[config.mk]
export PLATFORM = sky130hd
export DESIGN_NAME = ama_riscv_fetch
export DESIGN_NICKNAME = d
export VERILOG_FILES = /design/src/rtl/ama_riscv_fetch.sv
export SDC_FILE = /design/constraint.sdc
export NUM_CORES = 1
export LEC_CHECK = 0
export BUFFER_PORTS_ARGS = -buffer_cell sky130_fd_sc_hd__buf_4
export CORE_ASPECT_RATIO = 2
export CORE_MARGIN = 5
export CORE_UTILIZATION = 35
export CTS_BUF_LIST = sky130_fd_sc_hd__clkbuf_16
export CTS_CLUSTER_SIZE = 16
export DETAILED_ROUTE_END_ITERATION = 16
export PLACE_DENSITY = 0.54
export SETUP_SLACK_MARGIN = 0.5
export SYNTH_ARGS = -nofsm -noshare
export SYNTH_HDL_FRONTEND = slang
export SYNTH_SLANG_ARGS = --single-unit
[constraint.sdc]
create_clock -name clk -period 6.7 [get_ports clk]
set_input_delay 0.67 -clock clk [delete_from_list [all_inputs] [get_ports clk]]
set_output_delay 0.67 -clock clk [all_outputs]
set_load 0.01 [all_outputs]
[src/rtl/ama_riscv_fetch.sv]
// rtl/ama_riscv_fetch.sv - instruction fetch unit with IMEM request channel and instruction FIFO
//
// Owns the fetch PC, issues word requests to IMEM under a credit limit, and buffers
// in-order responses in a BUF_DEPTH-entry FIFO whose head feeds the decoder.
// Optional feature macro: AMA_RISCV_FETCH_PERF_EN (adds saturating perf counters).
//
// Ports:
//   clk, rst                  clock, synchronous active-high reset
//   i_pc_sel[1:0]             PC_SEL_INC4 / PC_SEL_ALU / PC_SEL_START_ADDR (redirect on ALU/START)
//   i_pc_we                   0: no new IMEM request this cycle
//   i_stall_if                1: hold FIFO head
//   i_clear_if                1: pop head, present NOP with valid low
//   i_alu_out[31:0]           redirect target for PC_SEL_ALU
//   o_imem_req_valid/i_imem_req_ready/o_imem_req_addr[31:0]   IMEM request channel
//   i_imem_rsp_valid/i_imem_rsp_data[31:0]                    IMEM in-order response
//   o_inst_id[31:0], o_pc_id[31:0], o_inst_valid_id           decoder side
//   o_perf_stall_cnt/o_perf_flush_cnt/o_perf_drop_cnt[31:0]   only with AMA_RISCV_FETCH_PERF_EN

`ifndef PC_SEL_INC4
`define PC_SEL_INC4       2'd0
`endif
`ifndef PC_SEL_ALU
`define PC_SEL_ALU        2'd1
`endif
`ifndef PC_SEL_START_ADDR
`define PC_SEL_START_ADDR 2'd2
`endif

module ama_riscv_fetch #(
    parameter logic [31:0] START_ADDR = 32'h0000_0000,
    parameter int          BUF_DEPTH  = 2,
    parameter logic [31:0] NOP_INST   = 32'h0000_0013
) (
    input  logic        clk,
    input  logic        rst,
    input  logic [1:0]  i_pc_sel,
    input  logic        i_pc_we,
    input  logic        i_stall_if,
    input  logic        i_clear_if,
    input  logic [31:0] i_alu_out,
    output logic        o_imem_req_valid,
    input  logic        i_imem_req_ready,
    output logic [31:0] o_imem_req_addr,
    input  logic        i_imem_rsp_valid,
    input  logic [31:0] i_imem_rsp_data,
    output logic [31:0] o_inst_id,
    output logic [31:0] o_pc_id,
    output logic        o_inst_valid_id
`ifdef AMA_RISCV_FETCH_PERF_EN
    ,
    output logic [31:0] o_perf_stall_cnt,
    output logic [31:0] o_perf_flush_cnt,
    output logic [31:0] o_perf_drop_cnt
`endif
);

    localparam int PW = $clog2(BUF_DEPTH);
    localparam int CW = $clog2(BUF_DEPTH) + 1;

    typedef enum logic [1:0] {S_RESET, S_RUN, S_REDIR} state_t;

    state_t        r_state;
    state_t        w_state_nxt;
    logic [31:0]   r_fpc;
    logic [31:0]   r_rsp_pc;     // PC of the oldest outstanding request
    logic [31:0]   r_pc_last;
    logic [31:0]   r_buf_inst [BUF_DEPTH];
    logic [31:0]   r_buf_pc   [BUF_DEPTH];
    logic [PW-1:0] r_wptr;
    logic [PW-1:0] r_rptr;
    logic [CW-1:0] r_count;
    logic [CW-1:0] r_outst;
    logic [CW-1:0] r_drop;

    logic          w_redir;
    logic [31:0]   w_target;
    logic [CW:0]   w_inflight;
    logic          w_credit;
    logic          w_empty;
    logic          w_req_valid;
    logic          w_accept;
    logic          w_rsp_drop;
    logic          w_push;
    logic          w_pop;

    assign w_redir    = (i_pc_sel == `PC_SEL_ALU) || (i_pc_sel == `PC_SEL_START_ADDR);
    assign w_target   = (i_pc_sel == `PC_SEL_ALU) ? (i_alu_out & ~32'h3) : START_ADDR;
    assign w_inflight = {1'b0, r_count} + {1'b0, r_outst};
    assign w_credit   = w_inflight < (CW+1)'(BUF_DEPTH);
    assign w_empty    = (r_count == '0);

    always_comb begin
        w_state_nxt = r_state;
        w_req_valid = 1'b0;
        case (r_state)
            S_RESET: w_state_nxt = w_redir ? S_REDIR : S_RUN;
            S_RUN: begin
                w_req_valid = i_pc_we && w_credit && !w_redir;
                w_state_nxt = w_redir ? S_REDIR : S_RUN;
            end
            S_REDIR: w_state_nxt = w_redir ? S_REDIR : S_RUN;
            default: w_state_nxt = S_RESET;
        endcase
    end

    assign w_accept   = w_req_valid && i_imem_req_ready;
    // Responses to requests issued before a redirect are discarded, including one
    // landing in the redirect cycle itself.
    assign w_rsp_drop = i_imem_rsp_valid && (w_redir || (r_drop != '0));
    assign w_push     = i_imem_rsp_valid && !w_rsp_drop;
    assign w_pop      = !w_redir && !w_empty && (!i_stall_if || i_clear_if);

    assign o_imem_req_valid = w_req_valid;
    assign o_imem_req_addr  = r_fpc;
    assign o_inst_valid_id  = !w_empty && !i_clear_if;
    assign o_inst_id        = o_inst_valid_id ? r_buf_inst[r_rptr] : NOP_INST;
    assign o_pc_id          = w_empty ? r_pc_last : r_buf_pc[r_rptr];

    always_ff @(posedge clk) begin
        if (rst) begin
            r_state   <= S_RESET;
            r_fpc     <= START_ADDR;
            r_rsp_pc  <= START_ADDR;
            r_pc_last <= START_ADDR;
            r_wptr    <= '0;
            r_rptr    <= '0;
            r_count   <= '0;
            r_outst   <= '0;
            r_drop    <= '0;
        end else begin
            r_state   <= w_state_nxt;
            r_pc_last <= o_pc_id;
            r_outst   <= r_outst + CW'(w_accept) - CW'(i_imem_rsp_valid);
            if (w_redir) begin
                // Every request still in flight after this cycle belongs to the old path.
                r_fpc    <= w_target;
                r_rsp_pc <= w_target;
                r_wptr   <= '0;
                r_rptr   <= '0;
                r_count  <= '0;
                r_drop   <= r_outst - CW'(i_imem_rsp_valid);
            end else begin
                if (w_accept) r_fpc <= r_fpc + 32'd4;
                if (w_push) begin
                    r_wptr   <= r_wptr + PW'(1);
                    r_rsp_pc <= r_rsp_pc + 32'd4;
                end
                if (w_pop) r_rptr <= r_rptr + PW'(1);
                r_count <= r_count + CW'(w_push) - CW'(w_pop);
                if (i_imem_rsp_valid && (r_drop != '0)) r_drop <= r_drop - CW'(1);
            end
        end
    end

    always_ff @(posedge clk) begin
        if (!rst && !w_redir && w_push) begin
            r_buf_inst[r_wptr] <= i_imem_rsp_data;
            r_buf_pc[r_wptr]   <= r_rsp_pc;
        end
    end

    always_ff @(posedge clk) begin
        if (!rst && w_push) begin
            assert ((r_count != CW'(BUF_DEPTH)) || w_pop);
        end
    end

`ifdef AMA_RISCV_FETCH_PERF_EN
    logic [31:0] r_perf_stall;
    logic [31:0] r_perf_flush;
    logic [31:0] r_perf_drop;

    always_ff @(posedge clk) begin
        if (rst) begin
            r_perf_stall <= '0;
            r_perf_flush <= '0;
            r_perf_drop  <= '0;
        end else begin
            if (!o_inst_valid_id && (r_perf_stall != 32'hFFFF_FFFF)) r_perf_stall <= r_perf_stall + 32'd1;
            if (w_redir && (r_perf_flush != 32'hFFFF_FFFF))          r_perf_flush <= r_perf_flush + 32'd1;
            if (w_rsp_drop && (r_perf_drop != 32'hFFFF_FFFF))        r_perf_drop  <= r_perf_drop + 32'd1;
        end
    end

    assign o_perf_stall_cnt = r_perf_stall;
    assign o_perf_flush_cnt = r_perf_flush;
    assign o_perf_drop_cnt  = r_perf_drop;
`endif

endmodule

==> metrics.cfg <==
[place]
globalplace.congestion=0.826
hpwl_mm=17.4
place_ws_ns=2.94
port_buffers=166

[final_layout]
layout_common_cells=173 x buf_4, 124 x edfxtp_1, 103 x nand2_1
final_util_pct=43.3
antenna_cells=0
final_common_cell=buf_4
area_growth_pct=23.0
nFillCells=2706
nets=1142
drive_above_1_share_pct=21.0

[critical_path]
cp-end-kind=flip-flop
critPathSlowestCell=buf_4
reg2reg_to=r_outst[1]
required_ns=6.83
r2r-start=r_count[0]
start_kind=input port
cp_data_arrival_time_ns=3.36
critPathMaxStageDelay_ns=0.68
crit_path_max_fanout=62
rrSetupSlack_ns=3.49
rr_worst_depth=11
crit_type=in2reg
crit_chain=buf_4 -> ha_1 -> inv_2 -> nor2_2 -> inv_2 -> nor3b_4 -> buf_4

[sta]
finalSetupViolCount=0
fin_tns_setup_ns=0
slew_violations=0
grt_setup_unrepaired=no
maxSlewHeadroom_pct=26.4
finalCritPeriodShare_pct=48.3
fin_crit_ns=3.24
tightestPinTransition_ns=1.10
hold_violations=0
fin_ws_ns=3.46
finalClockSkew_ns=0.0114
fmax_mhz=309
fin_hold_ws_ns=0.348

[die]
top_level_ports=171
dieArea_um2=31800
core_area_um2=28000
fp.dieH_um=247
die_width_um=129
row_count=87
floorplan.initialDensity_pct=35.2

[clock_tree]
cts-resized-gates=0
clk_latency_ns=0.51
cts_buffers=22
cts_max_level=1
cts_root_buf=clkbuf_16
cts.sinks=227
cts_tree=done
hold_buffers=0
post_cts_buffers=0
clockBufferDepth=3
clk_pin_slew_ns=0.07

[worst_hold_path]
holdPathStages=1
min_path_type=in2reg
min_to=r_buf_inst[1][28]
worstHoldStart=i_imem_rsp_data[28]

[power]
finalPower_mw=3.05
p_leak_nw=4.35
max-vdd-ir-drop_mv=0.161
power_density_nw_per_um2=252

[detailed_routing]
drtIter0Drc=396
num_vias=7369
viasPerCell=5.15
remaining_drc_errors=0
wl_per_cell_um=17.6
drt-pass1-iter-count=4
drt_wl_total_mm=25.1
detail-route-antenna-nets=0

[flow_run]
maxCapViolCount=0

[synthesis]
syn-cell-area_um2=9840
ys_top_cells_by_area=edfxtp_1 38%, dfxtp_1 21%, mux2i_1 6.7%
synth_seq_cells=227
synthCells=913
synthFlopType=edfxtp_1
syn_area_per_cell_um2=10.8
yosysSeqAreaShare_pct=58.8
synth_cell_types=59
yosys.area.top_type=edfxtp_1
async_reset_ff_share_pct=0
synth_top_area_share_pct=37.8
synth_warnings=0
synth-edff-count=124

[grt]
gr-total-overflow=0
grt_use_total_pct=15.6
grt_max_degree=65
grt_pass1_wl_mm=39.8
antenna_found_initial=0
grt_pass1_vias=7447

[status]
status=complete, no violations

==> layer usage <==
metal,GRT usage (%),share of wire [%],up-vias
li1,-,-,3617
met1,20.9,43,3477
met2,25.6,49,242
met3,2.68,6.6,33
met4,4.79,2.1,0
met5,0,0,-
==> critical path, delay by kind of cell <==
kind / cells / cell delay [ns]
adders and majority gates: 1 / 0.62
buffers and inverters: 4 / 1.31
and+or+nand+nor: 2 / 0.67
==> kinds of logic (layout without fill, tap and decap cells) <==
kind of cell	Yosys count	in the layout	synth area share (%)
and+or+nand+nor	340	340	17.2
DFF	227	227	58.8
AOI/OAI and AO/OA	187	187	11.5
muxes	66	66	6.71
buffers and inverters	63	223	2.71
xor gates and xnor gates	19	19	1.69
adders and majority gates	10	10	1.35
other	1	2	0.0381
==> stage by stage <==
stage          cell area, um^2  cells
3_3_place_gp             11400   1391
3_5_place_dp             11400   1391
5_1_grt                  12100   1430
6_report                 12100   1430
2_1_floorplan             9860    914
4_1_cts                  12100   1430
==> flip-flops by register name, indices dropped and copies added (netlist names), named ones only <==
name / count
r_rptr: 1
r_buf_inst: 64
r_drop: 2
r_wptr: 1
r_state: 2
r_count: 2
o_imem_req_addr: 30
r_rsp_pc: 30
r_outst: 2
r_pc_last: 32
r_buf_pc: 60
==> final cells by class <==
type	count	area, um^2	share of cell area, %
repair buffers	173	1300	10.7
inverters	11	41.3	0.341
clock inverters	15	100	0.827
clock buffers	24	601	4.96
multi-input cells	624	3830	31.6
well taps	356	445	3.68
flip-flops and latches	227	5790	47.8
==> power breakdown <==
part	leakage [nW]	internal, mW	switching, mW
Combinational	2.07	0.129	0.179
Sequential	1.92	1.51	0.0259
Clock	0.357	0.686	0.523
Total	4.35	2.32	0.728
==> how the worst max path moves through the flow <==
| stage | end | slack, ns | cells after the start | start |
|---|---|---|---|---|
| floorplan | r_buf_inst[1][0] | 2.28 | 6 | i_pc_sel[1] |
| global placement | r_buf_inst[1][30] | 2.93 | 7 | i_pc_sel[0] |
| detailed placement | r_buf_inst[1][28] | 2.94 | 7 | i_pc_sel[0] |
| finish | r_buf_inst[1][4] | 3.46 | 7 | i_pc_sel[0] |
| CTS | r_buf_inst[1][0] | 3.46 | 7 | i_pc_sel[0] |
| global route | o_inst_id[4] | 3.21 | 6 | r_count[1] |
==> cells in the mapped netlist, types with 15 or more instances <==
cell / instances
nor3_1: 19
dfxtp_1: 103
and3_1: 15
mux2i_1: 66
clkbuf_1: 33
o21ai_0: 59
nor2b_1: 37
edfxtp_1: 124
nor2_1: 73
a211oi_1: 20
nand4_1: 20
nand3_1: 22
nand2_1: 103
a21oi_1: 58
(Power assumes the default switching activity.)
